===== config.mk =====
export PLATFORM = sky130hd
export DESIGN_NAME = inst_fetch_queue
export DESIGN_NICKNAME = d
export VERILOG_FILES = /design/src/rtl/inst_fetch_queue_pkg.sv /design/src/rtl/inst_fetch_queue_fetch_fifo.sv /design/src/rtl/inst_fetch_queue.sv
export SDC_FILE = /design/constraint.sdc
export NUM_CORES = 1
export LEC_CHECK = 0
export CAP_MARGIN = 5
export CORE_ASPECT_RATIO = 1.75
export CORE_MARGIN = 1
export CORE_UTILIZATION = 46
export CTS_CLUSTER_DIAMETER = 50
export DETAILED_ROUTE_END_ITERATION = 8
export PLACE_DENSITY = 0.79
export SLEW_MARGIN = 0
export SYNTH_ARGS = -nofsm -noshare
export SYNTH_HDL_FRONTEND = slang
export SYNTH_SLANG_ARGS = --single-unit

===== constraint.sdc =====
create_clock -name Clk -period 7.69 [get_ports Clk]
set_clock_uncertainty 0.1 [all_clocks]
set_input_delay 1.1535 -clock Clk [delete_from_list [all_inputs] [get_ports Clk]]
set_output_delay 1.1535 -clock Clk [all_outputs]
set_load 0.01 [all_outputs]

===== src/rtl/inst_fetch_queue_pkg.sv =====
// Shared definitions for the instruction prefetch queue: fetch FSM states,
// the NOP presented on an empty queue, the default queue depth and a
// word-alignment helper for redirect targets.
package inst_fetch_queue_pkg;

    typedef enum logic [1:0] {
        IDLE  = 2'd0,   // no request outstanding
        FETCH = 2'd1,   // request at fetch_pc outstanding
        DROP  = 2'd2    // stale request outstanding, its data is discarded
    } fetch_state_t;

    // sll $0,$0,0 encodes as all zeros
    localparam logic [31:0] NOP_INSTR     = 32'h0000_0000;
    localparam int          DEFAULT_DEPTH = 4;

    // Redirect targets are word addresses; the two low bits are forced to zero.
    function automatic logic [31:0] align_word(input logic [31:0] addr);
        return addr & ~32'h0000_0003;
    endfunction

endpackage


===== src/rtl/inst_fetch_queue_fetch_fifo.sv =====
// Synchronous FIFO holding {pc_plus4, instr} entries for the prefetch queue.
// Flush clears pointers and occupancy on the same edge and overrides any push
// or pop in that cycle. Pop on empty and push on full are ignored.
module fetch_fifo #(
    parameter int DEPTH = 4,
    parameter int WIDTH = 64
) (
    input  logic                       Clk,
    input  logic                       Reset,
    input  logic                       i_push,
    input  logic [WIDTH-1:0]           i_push_data,
    input  logic                       i_pop,
    input  logic                       i_flush,
    output logic                       o_head_valid,
    output logic [WIDTH-1:0]           o_head_data,
    output logic [$clog2(DEPTH):0]     o_count
);

    localparam int AW = (DEPTH > 1) ? $clog2(DEPTH) : 1;
    localparam int CW = $clog2(DEPTH) + 1;
    localparam logic [CW-1:0] FULL_COUNT = CW'(DEPTH);

    logic [WIDTH-1:0] r_mem [DEPTH];
    logic [AW-1:0]    r_head;
    logic [AW-1:0]    r_tail;
    logic [CW-1:0]    r_count;

    logic w_do_push;
    logic w_do_pop;

    assign w_do_push = i_push && (r_count != FULL_COUNT);
    assign w_do_pop  = i_pop  && (r_count != CW'(0));

    // Pointer and occupancy bookkeeping; DEPTH is a power of two so pointers wrap naturally.
    always_ff @(posedge Clk) begin
        if (Reset || i_flush) begin
            r_head  <= '0;
            r_tail  <= '0;
            r_count <= '0;
        end else begin
            if (w_do_push) begin
                r_tail <= r_tail + AW'(1);
            end
            if (w_do_pop) begin
                r_head <= r_head + AW'(1);
            end
            case ({w_do_push, w_do_pop})
                2'b10:   r_count <= r_count + CW'(1);
                2'b01:   r_count <= r_count - CW'(1);
                default: r_count <= r_count;
            endcase
        end
    end

    // Entry storage; contents are only meaningful between head and tail, so no reset.
    always_ff @(posedge Clk) begin
        if (w_do_push) begin
            r_mem[r_tail] <= i_push_data;
        end
    end

    assign o_head_valid = (r_count != CW'(0));
    assign o_head_data  = r_mem[r_head];
    assign o_count      = r_count;

endmodule


===== src/rtl/inst_fetch_queue.sv =====
// Instruction prefetch stage feeding the IF/ID register. Owns the fetch PC,
// issues one word read at a time over a req/ack handshake, queues returned
// words with their PC+4 and presents the head to IF/ID. MEM-stage redirects
// flush the queue; a read still in flight at redirect time is completed in
// DROP and its data thrown away.
module inst_fetch_queue
    import inst_fetch_queue_pkg::*;
#(
    parameter int          DEPTH    = DEFAULT_DEPTH,
    parameter logic [31:0] RESET_PC = 32'h0000_0000
) (
    input  logic        Clk,
    input  logic        Reset,
    output logic        mem_req,
    output logic [31:0] mem_addr,
    input  logic        mem_ack,
    input  logic [31:0] mem_rdata,
    input  logic        redirect,
    input  logic [31:0] redirect_pc,
    input  logic        stall,
    output logic        if_valid,
    output logic [31:0] if_instr,
    output logic [31:0] if_pc_plus4
);

    localparam int CW = $clog2(DEPTH) + 1;
    localparam logic [CW-1:0] FULL_COUNT = CW'(DEPTH);

    fetch_state_t r_state;
    fetch_state_t w_state_next;
    logic [31:0]  r_fetch_pc;
    logic [31:0]  w_fetch_pc_next;
    logic [31:0]  r_drop_addr;
    logic [31:0]  w_drop_addr_next;

    logic          w_ack;
    logic          w_pop;
    logic          w_push;
    logic          w_flush;
    logic [31:0]   w_pc_plus4;
    logic [31:0]   w_redirect_pc;
    logic [CW-1:0] w_count;
    logic [CW-1:0] w_count_after_push;
    logic          w_head_valid;
    logic [63:0]   w_head_data;

    // An ack only counts while a request is actually outstanding.
    assign w_ack         = mem_ack && mem_req;
    // A redirect kills the head in the same cycle, so it must not be consumed.
    assign w_pop         = w_head_valid && !stall && !redirect;
    assign w_pc_plus4    = r_fetch_pc + 32'd4;
    assign w_redirect_pc = align_word(redirect_pc);
    // Occupancy after a push this cycle, used to decide whether to keep fetching.
    assign w_count_after_push = w_count + CW'(1) - CW'(w_pop);

    // Fetch FSM next-state, next fetch PC and queue push/flush decisions.
    always_comb begin
        w_state_next     = r_state;
        w_fetch_pc_next  = r_fetch_pc;
        w_drop_addr_next = r_drop_addr;
        w_push           = 1'b0;
        w_flush          = 1'b0;
        case (r_state)
            IDLE: begin
                if (redirect) begin
                    w_flush         = 1'b1;
                    w_fetch_pc_next = w_redirect_pc;
                    w_state_next    = FETCH;
                end else if (w_count < FULL_COUNT) begin
                    w_state_next = FETCH;
                end
            end
            FETCH: begin
                if (redirect) begin
                    w_flush         = 1'b1;
                    w_fetch_pc_next = w_redirect_pc;
                    if (!w_ack) begin
                        // Read still in flight: finish it at its old address, then discard.
                        w_drop_addr_next = r_fetch_pc;
                        w_state_next     = DROP;
                    end
                end else if (w_ack) begin
                    w_push          = 1'b1;
                    w_fetch_pc_next = w_pc_plus4;
                    if (w_count_after_push >= FULL_COUNT) begin
                        w_state_next = IDLE;
                    end
                end
            end
            DROP: begin
                if (redirect) begin
                    w_flush         = 1'b1;
                    w_fetch_pc_next = w_redirect_pc;
                end
                if (w_ack) begin
                    w_state_next = FETCH;
                end
            end
            default: begin
                w_state_next = IDLE;
            end
        endcase
    end

    // Fetch FSM state, fetch PC and stale-request address registers.
    always_ff @(posedge Clk) begin
        if (Reset) begin
            r_state     <= IDLE;
            r_fetch_pc  <= RESET_PC;
            r_drop_addr <= RESET_PC;
        end else begin
            r_state     <= w_state_next;
            r_fetch_pc  <= w_fetch_pc_next;
            r_drop_addr <= w_drop_addr_next;
        end
    end

    assign mem_req  = (r_state != IDLE);
    assign mem_addr = (r_state == DROP) ? r_drop_addr : r_fetch_pc;

    fetch_fifo #(
        .DEPTH (DEPTH),
        .WIDTH (64)
    ) u_fetch_fifo (
        .Clk          (Clk),
        .Reset        (Reset),
        .i_push       (w_push),
        .i_push_data  ({w_pc_plus4, mem_rdata}),
        .i_pop        (w_pop),
        .i_flush      (w_flush),
        .o_head_valid (w_head_valid),
        .o_head_data  (w_head_data),
        .o_count      (w_count)
    );

    assign if_valid    = w_head_valid;
    assign if_instr    = w_head_valid ? w_head_data[31:0]  : NOP_INSTR;
    assign if_pc_plus4 = w_head_valid ? w_head_data[63:32] : 32'h0000_0000;

endmodule


==> After elaboration in Yosys (flattened, before gate mapping) <==
Memory sizes are Yosys's and may differ from the RTL's. A register that Yosys moved wholly into a read port is not among the register bits.
Cells that the tools add are included.
{ "word_totals": {"register_bits": 73, "wordCells": 70, "in_bits": 69, "mem_count": 1, "out_inout_bits": 98, "mem_bits_rw": 256} }
{ "memory_table": {"columns": ["name", "depth", "width", "read_ports", "rd_ports_with_merged_regs", "wr", "line", "source"], "rows": [
  ["u_fetch_fifo.r_mem", 4, 64, 1, 1, 1, "inst_fetch_queue_fetch_fifo.sv:23", "logic [WIDTH-1:0] r_mem [DEPTH];"]
]} }
{ "classes": {"n_reduce_logical": 18, "bitwise_logic": 1, "muxes": 25, "addsub": 6, "eq_ne": 11, "n_lt_le_gt_ge": 2} }
{ "ops": {"columns": ["operator", "count"], "rows": [
  ["$mux W32", 6],
  ["$pmux W32 S2", 1],
  ["$add A32 B3 Y32 const B", 1],
  ["$mux W2", 9],
  ["$ne A3 B3 Y1 const B", 5],
  ["$mux W1", 7],
  ["$pmux W2 S3", 1],
  ["$pmux W3 S2", 1],
  ["$reduce_and A3 Y1", 2],
  ["$reduce_bool A2 Y1", 3],
  ["$logic_and A1 B1 Y1", 5],
  ["$reduce_and A5 Y1", 1],
  ["$add A2 B1 Y2 const B", 2],
  ["$eq A2 B1 Y1 const B", 2],
  ["$eq A2 B2 Y1 const B", 2],
  ["$add A3 B1 Y3 const B", 1],
  ["$ge A3 B3 Y1 const B", 1],
  ["$lt A3 B3 Y1 const B", 1],
  ["$reduce_bool A3 Y1", 1],
  ["$reduce_or A3 Y1", 1],
  ["$sub A3 B1 Y3", 1],
  ["$sub A3 B1 Y3 const B", 1],
  ["$logic_not A1 Y1", 2],
  ["$logic_not A2 Y1", 1],
  ["other kinds (5)", 5]
]} }

==> Longest topological paths before layout <==
Gate-level depths: netlist of run 1.
{ "logic_depth": {"ltp_word": 9, "mapped_depth": 9, "depth_no_buf": 9} }

==> Cells and area by module <==
Synthesis of run 1 repeated with hierarchy kept, for this count alone.
{ "hier_totals": {"cells_unflattened": 990, "area_unflattened_um2": 14287.5} }
{ "modules_own_cells": {"columns": ["module", "instances", "cells_per_inst", "area_each_um2", "seq_area_each_um2"], "rows": [
  ["fetch_fifo", 1, 388, 9786.9, 7867.5],
  ["inst_fetch_queue", 1, 602, 4500.6, 1241.2]
]} }

==> Worst setup path after synthesis of run 1 <==
No wires, ideal clock.
{ "synth_path": {"path_kind": "input to register", "from": "in mem_ack", "to": "mem u_fetch_fifo.r_mem[0][0] (enable)", "t_arrival_ns": 3.403, "setup_time_ns": 0.426, "stages": 4, "path_slack_ns": 3.760, "n_path_buf": 1, "t_required_ns": 7.164, "path_cell_list": "clkbuf_1 -> nand4bb_1 -> a21oi_1 -> and2_1"} }
{ "synth_between": {"elab_chain_cells": 7} }
{ "synth_lines": {"columns": ["element", "line", "source"], "rows": [
  ["start: declaration", "inst_fetch_queue.sv:16", "input logic mem_ack,"],
  ["$logic_and A1 B1 Y1", "inst_fetch_queue.sv:48", "assign w_ack = mem_ack && mem_req;"],
  ["$mux W1", "inst_fetch_queue.sv:82", "end else if (w_ack) begin"],
  ["$mux W1", "inst_fetch_queue.sv:74", "if (redirect) begin"],
  ["$mux W1", "inst_fetch_queue.sv:63", "case (r_state)"],
  ["$logic_and A1 B1 Y1", "inst_fetch_queue_fetch_fifo.sv:31", "assign w_do_push = i_push && (r_count != FULL_COUNT);"],
  ["$mux W1", "inst_fetch_queue_fetch_fifo.sv:57", "if (w_do_push) begin"],
  ["$mux W1 (implied by the code)", "inst_fetch_queue_fetch_fifo.sv:58", "r_mem[r_tail] <= i_push_data;"],
  ["end: declaration", "inst_fetch_queue_fetch_fifo.sv:23", null]
]} }
Every way passes these cells.

==> out/results.txt, run 1 <==
Initial drt markers = 509
Status = finished, final reports clean
Main synth FF type = edfxtp_1
Max FO, Critical Path = 45
Top-count cell post-synth = edfxtp_1
Dpl cell area = 16000 um2
Fin. max-slew vios = 0
Die Span Y = 234 um
Final instance area = 16900 um2
Final setup fails = 0
YS warnings = 0
Antenna diode count = 0
Vias per cell = 5.65
Mapped cell area = 14100 um2
Drt pass-1 iters = 5
Peak VDD IR = 0.202 mV
Gates resized, CTS repair = 0
Critical Path RT = 6.44 ns
Synth-to-layout area growth = 20.2%
Die X = 134 um
Worst slew pin tran = 1.20 ns
Total negative slack = 0 ns
Routability cong. = 0.916
Crit. End Element = primary output
CTS Buf Count = 28
Max Cap Violations = 0
Critical Path Max Stage Delay = 0.78 ns
Top-area cell type share of the netlist area = 52.8%
Ys async rst share = 0%
Post-synthesis sequential area ratio = 62.9%
DRC = 0
Ratio of final minimum period to clock period = 58.5%
Largest net degree at the start of global routing = 62
Overall Global Routing Usage = 20.2%
Endpoints failing hold = 0
Critical Path AT = 3.25 ns
Total congestion overflow = 0
Synth area leader = edfxtp_1
CTS tree = done
Worst-Skew Late Latency = 0.55 ns
Area contributors post-synth = edfxtp_1 53%, dfxtp_1 10%, mux4_2 9.9%, and2_1 3.2%, nand2_1 2.6%
Crit path kind = reg -> out
First-pass GRT wire length = 48200 um
Core Region = 30100 um2
Clock sinks = 319
# Post-CTS Setup Buffers = 0
Critical path, cell by cell = buf_4 -> mux4_2 -> and2_1 -> clkdlybuf4s50_1
Max-slew headroom = 20.0%
CTS root buf = clkbuf_16
Initial antenna violation count = 0
Number of enable flip-flop cells after synthesis = 248
Final WL = 31300 um
ANT nets after route = 0
Share of cells above drive strength 1 = 14.6%
Syn_area_per_cell = 14.0 um2
Leakage = 5.46 nW
Hpwl dp = 20100 um
Max Buffers Root-to-Sink = 3
Full die area = 31400 um2
Fmax = 222 MHz
WL/cell = 20.3 um
Worst min path class = reg -> reg
IO Port Bufs = 160
Post-synth top cells = 248 x edfxtp_1, 99 x nand2_1, 71 x and2_1, 71 x dfxtp_1, 62 x mux4_2
CTS clk-pin slew, worst paths = 0.07 ns
IO Pins = 167
Total vias in the final route = 8699
CTS Hold Buffers Added = 0
Slowest stage cell, crit path = buf_4
RSZ-0062 raised after global routing = false
CP startpoint kind = flop
Final min period = 4.50 ns
Power Density = 218 nW/um2
Final Net Count = 1211
Max H-tree Level = 1
Std cell rows = 84
Synth unique cells = 71
Starting Density = 46.9%
Cells after Synth = 1010
Yosys reg bits = 319
Number of global-route vias before repair = 8855
[metrics by stage]
| step | worst slack (ns) | utilization (%) | hold WS [ns] | cells | power [mW] |
|---|---|---|---|---|---|
| 2_1_floorplan | 3.76 | - | 0.333 | 1013 | 2.10 |
| 3_3_place_gp | 2.95 | 53.1 | 0.340 | 1490 | 2.23 |
| 3_5_place_dp | 3.00 | 53.1 | 0.347 | 1490 | 2.24 |
| 4_1_cts | 3.05 | 56.4 | 0.356 | 1541 | 3.73 |
| 5_1_grt | 2.90 | 56.4 | 0.364 | 1541 | 3.81 |
| 6_report | 3.19 | 56.4 | 0.352 | 1541 | 3.69 |
[layout by cell type, fill, tap and decap left out, types with 9 or more instances in the layout]
| master | count |
|---|---|
| xor2_1 | 11 |
| o21ai_0 | 19 |
| nand4_1 | 9 |
| a21oi_1 | 54 |
| mux2_2 | 27 |
| a31oi_1 | 10 |
| clkbuf_16 | 29 |
| and2_1 | 67 |
| clkdlybuf4s50_1 | 159 |
| edfxtp_1 | 248 |
| dfxtp_1 | 69 |
| mux2i_1 | 12 |
| buf_4 | 17 |
| nor2_1 | 32 |
| mux4_2 | 62 |
| ha_1 | 9 |
| nand2_1 | 99 |
| xnor2_1 | 23 |
| nor4_1 | 10 |
| inv_1 | 14 |
| nand3_1 | 20 |
[area by class of cell]
| cell class | instances | area [um2] |
|---|---|---|
| clock inverter | 13 | 209 |
| multi-input combinational | 592 | 4830 |
| sequential | 319 | 8870 |
| fill | 2449 | 13100 |
| inverter | 15 | 56.3 |
| timing repair buffer | 177 | 1720 |
| clock buffer | 38 | 769 |
| tap | 387 | 484 |
[path summary, 6_finish.rpt]
path                        from                         to  slack, ns  cells after the start
setup / recovery            flop             if_pc_plus4[4]       3.19                      4
hold / removal    r_drop_addr[5]             r_drop_addr[5]       0.35                      2
setup reg to reg      r_state[0]  u_fetch_fifo.r_mem[0][40]       4.47                      5
hold reg to reg   r_drop_addr[5]             r_drop_addr[5]       0.35                      2
[registers in the layout, summed over array words and instances (netlist names), named ones only]
name and flops:
u_fetch_fifo.r_tail 2, r_fetch_pc 30, u_fetch_fifo.r_head 2, r_drop_addr 30, r_state 2, u_fetch_fifo.r_mem 248, u_fetch_fifo.o_count 3
[power breakdown]
part | internal [mW] | switching, mW
combinational | 0.139 | 0.141
clock | 0.874 | 0.613
sequential | 1.89 | 0.0354
total | 2.90 | 0.790
[kinds of logic after synthesis]
| group | share of synthesized area, % |
|---|---|
| flip-flops | 62.9 |
| AND/OR/NAND/NOR | 11.3 |
| AO/OA/AOI/OAI | 6.90 |
| buffers and inverters | 3.01 |
| multiplexers | 12.9 |
| XOR/XNOR | 2.11 |
| adder cells (fa/ha/maj) | 0.799 |
| other | 0.0266 |
[metal layers]
metal | part of all wire, % | track usage (%) | up-vias
met1 | 39 | 23.3 | 4325
met5 | 0 | 0 | -
li1 | - | - | 4051
met2 | 53 | 37.2 | 263
met4 | 3.4 | 9.09 | 0
met3 | 4.6 | 2.21 | 60
[worst max-delay path: cells and delay by family (launching register included)]
family | cells | cell delay [ns]
buf+inv | 2 | 1.25
flops | 1 | 0.59
mux | 1 | 0.61
simple gates | 1 | 0.17
Note: power is estimated with default switching activity, not from simulation.
==> inputs of run 2 (changes only) <==
Clock period 7.69 ns to 4.65 ns, I/O delays scaled along.
==> run 2 against run 1 <==
Largest cell class unchanged. First-iteration DRC count stayed put. Setup slack worse by 2.3 ns. Critical endpoint is now if_pc_plus4[19]. Count of clock-buffer cells in the layout is 2 higher. Critical path type unchanged.
==> out/results.txt, run 2 (synthesis gave the netlist of run 1 again) <==
Worst-Skew Late Latency = 0.55 ns (about the same)
Max H-tree Level = 1 (unchanged)
Worst min path class = reg -> reg (unchanged)
Total power = 6.08 mW (was 3.69 mW)
# Post-CTS Setup Buffers = 0 (unchanged)
Share of cells above drive strength 1 = 15.6% (was 14.6%)
Peak VDD IR = 0.320 mV (was 0.202 mV)
Levels on crit path = 6 (was 4)
Fillers = 2452 (was 2449)
Largest net degree at the start of global routing = 63 (was 62)
CTS root buf = clkbuf_16 (unchanged)
P_int = 4.78 mW (was 2.90 mW)
ANT nets after route = 0 (unchanged)
Antenna diode count = 0 (unchanged)
Critical Path Max Stage Delay = 0.64 ns (was 0.78 ns)
RSZ-0062 raised after global routing = false (unchanged)
Final WL = 31400 um (was 31300 um)
Std cell rows = 84 (unchanged)
Hpwl dp = 20400 um (was 20100 um)
Clock Power Share = 40.1% (was 40.3%)
Worst hold path depth = 2 (unchanged)
Synth-to-layout area growth = 21.3% (was 20.2%)
Drt pass-1 iters = 5 (unchanged)
Gates resized, CTS repair = 0 (unchanged)
Worst slew pin tran = 0.946 ns (was 1.20 ns)
Total vias in the final route = 8719 (was 8699)
Critical Path RT = 3.85 ns (was 6.44 ns)
Worst Reg-to-Reg Cells = 5 (unchanged)
CTS Hold Buffers Added = 0 (unchanged)
Regs by FF count = u_fetch_fifo.r_mem x248, r_drop_addr x30, r_fetch_pc x30 (unchanged)
Slowest stage cell, crit path = nand2b_2 (was buf_4)
CTS Buf Count = 28 (unchanged)
Max Cap Violations = 0 (unchanged)
Status = finished, final reports clean (unchanged)
R2r setup slk = 1.56 ns (was 4.47 ns)
Final Net Count = 1219 (was 1211)
Reg-to-reg endpoint = u_fetch_fifo.r_mem[0][50] (was u_fetch_fifo.r_mem[0][40])
IO Port Bufs = 160 (unchanged)
Crit path kind = reg -> out (unchanged)
Full die area = 31400 um2 (unchanged)
Initial drt markers = 509 (unchanged)
Comb pwr share = 7.6% (about the same)
Number of global-route vias before repair = 8958 (was 8855)
Psw = 1.30 mW (was 0.790 mW)
CTS clk-pin slew, worst paths = 0.07 ns (about the same)
Overall Global Routing Usage = 20.4% (was 20.2%)
Reg2reg start = r_fetch_pc[3] (was r_state[0])
Endpoints failing hold = 0 (unchanged)
Die Span Y = 234 um (unchanged)
Util after Layout = 56.9% (was 56.4%)
Max-slew headroom = 37.0% (was 20.0%)
Max reg flops = 248 (unchanged)
Max FO, Critical Path = 49 (was 45)
Crit. Startpoint = u_fetch_fifo.o_count[0]
CTS tree = done (unchanged)
Switching part of the total = 21.4% (about the same)
Part of the power in registers = 52.3% (was 52.1%)
Initial antenna violation count = 0 (unchanged)
Final setup fails = 0 (unchanged)
First-pass GRT wire length = 48900 um (was 48200 um)
Max Buffers Root-to-Sink = 3 (unchanged)
IO Pins = 167 (unchanged)
Core Region = 30100 um2 (unchanged)
Clock sinks = 319 (unchanged)
Vias per cell = 5.63 (was 5.65)
Fmax = 269 MHz
Fin. max-slew vios = 0 (unchanged)
Starting Density = 46.9% (unchanged)
Most common cell after layout, fill and taps aside = edfxtp_1 (unchanged)
Crit path capture = if_pc_plus4[19] (was if_pc_plus4[4])
WL/cell = 20.2 um (was 20.3 um)
CP startpoint kind = flop (unchanged)
Total negative slack = 0 ns (unchanged)
DRC = 0 (unchanged)
CP top delay family = buffers and inverters (unchanged)
Critical Path AT = 2.93 ns (was 3.25 ns)
Final min period = 3.72 ns
Critical path, cell by cell = inv_1 -> ha_1 -> nand2b_2 -> buf_4 -> and2_1 -> clkdlybuf4s50_1 (was buf_4 -> mux4_2 -> and2_1 -> clkdlybuf4s50_1)
Ratio of final minimum period to clock period = 80.1%
Crit. End Element = primary output (unchanged)
Leakage = 5.53 nW (was 5.46 nW)
Total congestion overflow = 0 (unchanged)
Largest Register = u_fetch_fifo.r_mem (unchanged)
Commonest non-fill, non-tap cells in the layout = 248 x edfxtp_1, 159 x clkdlybuf4s50_1, 99 x nand2_1 (unchanged)
Die X = 134 um (unchanged)
Routability cong. = 0.960 (was 0.916)
Buffers and inverters on the worst path = 3 (was 2)
Power Density = 356 nW/um2 (was 218 nW/um2)
## run 2: tightest hold or removal path: cells and delay by family (launching register included)
| family | cells | cell delay [ns] |
|---|---|---|
| DFF | 1 | 0.31 |
| AOI/OAI and AO/OA | 1 | 0.05 |
| and+or+nand+nor | 1 | 0.05 |
## run 2: cell type report
class | instances | area, um2 | area share, %
clock buffers | 40 | 837 | 4.90
clock inverters | 12 | 149 | 0.871
inverters | 15 | 56.3 | 0.329
multi-input cells | 592 | 4830 | 28.2
flip-flops and latches | 319 | 8870 | 51.9
well taps | 387 | 484 | 2.83
repair buffers | 185 | 1870 | 10.9
## run 2: through the flow
stage	cell area [um2]	setup WS, ns	hold WS [ns]	std cells
detailed placement	16100	1.22	0.343	1498
finish	17100	0.926	0.354	1550
global placement	16100	1.26	0.340	1498
floorplan	14100	1.18	0.333	1013
CTS	17100	0.803	0.354	1550
global route	17100	0.653	0.364	1550
## run 2: worst min-delay path by stage
stage                          from              end  slack [ns]
floorplan           r_drop_addr[12]  r_drop_addr[12]        0.33
global placement    r_drop_addr[27]  r_drop_addr[27]        0.34
detailed placement   r_drop_addr[4]   r_drop_addr[4]        0.34
CTS                 r_drop_addr[20]  r_drop_addr[20]        0.35
global route         r_drop_addr[3]   r_drop_addr[3]        0.36
finish               r_drop_addr[4]   r_drop_addr[4]        0.35
## run 2: power by group through the flow
stage	logic (mW)	clock network, mW	registers (mW)
4_1_cts	0.464	2.49	3.18
6_report	0.459	2.44	3.18
3_5_place_dp	0.462	0	3.24
2_1_floorplan	0.280	0	3.20
3_3_place_gp	0.453	0	3.24
5_1_grt	0.499	2.59	3.19
## run 2: metal layers
metal | vias to the layer above | global-route usage [%] | wire length, um
li1 | 4071 | - | -
met1 | 4324 | 24.0 | 12200
met2 | 274 | 36.7 | 16500
met3 | 50 | 2.69 | 1590
met4 | 0 | 9.16 | 1060
met5 | - | 0 | 0
==> inputs of run 3 (changes only) <==
Settings changed: PLACE_DENSITY 0.79 to 0.81.
Clock period 4.65 ns to 3.4 ns, I/O delays scaled along.
==> run 3 against run 2 <==
Design area is 0.78% higher. Core utilization rose by 0.45 points. Hold slack worse by 0.012 ns. Global-route usage about the same. Non-clock buffer count rose by 16. Via count increased by 1.5%. Critical path depth decreased by 2. First-iteration DRC count rose by 1.4%. Setup slack got worse by 0.71 ns. Sequential cell count unchanged. Critical path type unchanged. Critical endpoint is now if_pc_plus4[11].
==> out/results.txt, run 3 (synthesis gave the netlist of run 1 again) <==
RSZ-0062 raised after global routing = false (unchanged)
Max Buffers Root-to-Sink = 3 (unchanged)
Max H-tree Level = 1 (unchanged)
Max-slew headroom = 52.9% (was 37.0%)
Fin cells = 1566 (was 1550)
Synth-to-layout area growth = 22.2% (was 21.3%)
CP top delay family = buffers and inverters (unchanged)
Drt pass-1 iters = 5 (unchanged)
IO Port Bufs = 160 (unchanged)
Total negative slack = 0 ns (unchanged)
Initial antenna violation count = 1 (was 0)
Hold slack = 0.342 ns (was 0.354 ns)
Critical path, cell by cell = buf_4 -> mux4_2 -> and2_1 -> clkdlybuf4s50_1 (was inv_1 -> ha_1 -> nand2b_2 -> buf_4 -> and2_1 -> clkdlybuf4s50_1)
Crit. End Element = primary output (unchanged)
ANT nets after route = 0 (unchanged)
Starting Density = 46.9% (unchanged)
Std cell rows = 84 (unchanged)
Die X = 134 um (unchanged)
Critical Path Max Stage Delay = 0.56 ns (was 0.64 ns)
CTS tree = done (unchanged)
Core Region = 30100 um2 (unchanged)
Crit path kind = reg -> out (unchanged)
Hpwl dp = 20800 um (was 20400 um)
CP startpoint kind = flop (unchanged)
Max Cap Violations = 0 (unchanged)
Endpoints failing hold = 0 (unchanged)
Final WL = 31400 um (about the same)
First-pass GRT wire length = 48900 um (about the same)
Fin. max-slew vios = 0 (unchanged)
DRC = 0 (unchanged)
Commonest non-fill, non-tap cells in the layout = 248 x edfxtp_1, 159 x clkdlybuf4s50_1, 99 x nand2_1 (unchanged)
Routability cong. = 0.942 (was 0.960)
Critical Path RT = 2.79 ns (was 3.85 ns)
Most common cell after layout, fill and taps aside = edfxtp_1 (unchanged)
Power Density = 482 nW/um2 (was 356 nW/um2)
Total vias in the final route = 8850 (was 8719)
Fmax = 314 MHz
Final Net Count = 1235 (was 1219)
CTS Hold Buffers Added = 0 (unchanged)
Max FO, Critical Path = 11 (was 49)
Final setup margin = 0.213 ns (was 0.926 ns)
Share of cells above drive strength 1 = 16.6% (was 15.6%)
Status = finished, final reports clean (unchanged)
Critical Path AT = 2.58 ns (was 2.93 ns)
Final min period = 3.19 ns
Number of global-route vias before repair = 8901 (was 8958)
Gates resized, CTS repair = 0 (unchanged)
Worst-Skew Late Latency = 0.56 ns (was 0.55 ns)
R2r setup slk = 0.73 ns (was 1.56 ns)
Full die area = 31400 um2 (unchanged)
CTS Buf Count = 28 (unchanged)
Buffers and inverters on the worst path = 2 (was 3)
IO Pins = 167 (unchanged)
Worst min path class = in -> reg (was reg -> reg)
WL/cell = 20.1 um (was 20.2 um)
Die Span Y = 234 um (unchanged)
Pre-CTS WS = 0.468 ns (was 1.22 ns)
Initial drt markers = 516 (was 509)
Vias per cell = 5.65 (was 5.63)
Largest net degree at the start of global routing = 63 (unchanged)
CTS root buf = clkbuf_16 (unchanged)
Clock sinks = 319 (unchanged)
Max reg flops = 248 (unchanged)
Ratio of final minimum period to clock period = 93.7%
Final setup fails = 0 (unchanged)
Worst slew pin tran = 0.700 ns (was 0.946 ns)
Leakage = 5.59 nW (was 5.53 nW)
CTS clk-pin slew, worst paths = 0.07 ns (about the same)
Regs by FF count = u_fetch_fifo.r_mem x248, r_drop_addr x30, r_fetch_pc x30 (unchanged)
Overall Global Routing Usage = 20.4% (about the same)
Slowest stage cell, crit path = mux4_2 (was nand2b_2)
Total congestion overflow = 0 (unchanged)
Placed Cells = 1513 (was 1498)
Peak VDD IR = 0.421 mV (was 0.320 mV)
Largest Register = u_fetch_fifo.r_mem (unchanged)
-- run 3: changes by cell type in the layout (fill, tap and decap cells not counted), moves of 2 or more --
cell        change
clkinv_1        +3
clkinv_2        -2
inv_6           +3
clkbuf_1        -2
buf_4          +13
clkbuf_8        -7
clkinvlp_4      +4
clkinv_4        +2
buf_12          +2
-- run 3: layout make-up --
class	count	area, um2
fill	2408	12800
sequential	319	8870
multi-input combinational	592	4830
timing repair buffer	201	2020
clock buffer	31	733
tap	387	484
clock inverter	20	231
inverter	15	56.3
antenna	1	2.50
-- run 3: final timing paths --
check                                            endpoint  cells past startpoint      startpoint
worst min register to register             r_drop_addr[4]                      2  r_drop_addr[4]
worst max register to register  u_fetch_fifo.r_mem[0][59]                      4   r_fetch_pc[6]
worst min-delay path                      r_drop_addr[23]                      2           Reset
worst max-delay path                      if_pc_plus4[11]                      4            flop
-- run 3: metrics by stage --
stage | utilization [%] | total power [mW] | instance area [um2]
after floorplan | - | 4.76 | 14100
after global placement | 54.1 | 5.06 | 16300
after detailed placement | 54.1 | 5.08 | 16300
after CTS | 57.3 | 8.37 | 17200
after global routing | 57.3 | 8.56 | 17200
final | 57.3 | 8.30 | 17200
-- run 3: metal layers --
metal  part of all wire, %  global-route usage, %  up-vias  routed length, um
li1                      -                      -     4109                  -
met1                    38                   23.4     4382              11900
met2                    53                   37.6      277              16800
met3                   4.3                   2.11       82               1360
met4                   4.3                   9.73        0               1370
met5                     0                      0        -                  0
-- run 3: timing repair --
item	in CTS	in global routing
endpoints found under the hold margin	0	0
setup endpoints to repair	1	0
buffers inserted	1	0
-- run 3: where the power goes --
part | total, mW | internal, mW | switching [mW]
logic | 0.648 | 0.328 | 0.320
registers | 4.35 | 4.27 | 0.0793
clock network | 3.31 | 1.88 | 1.43
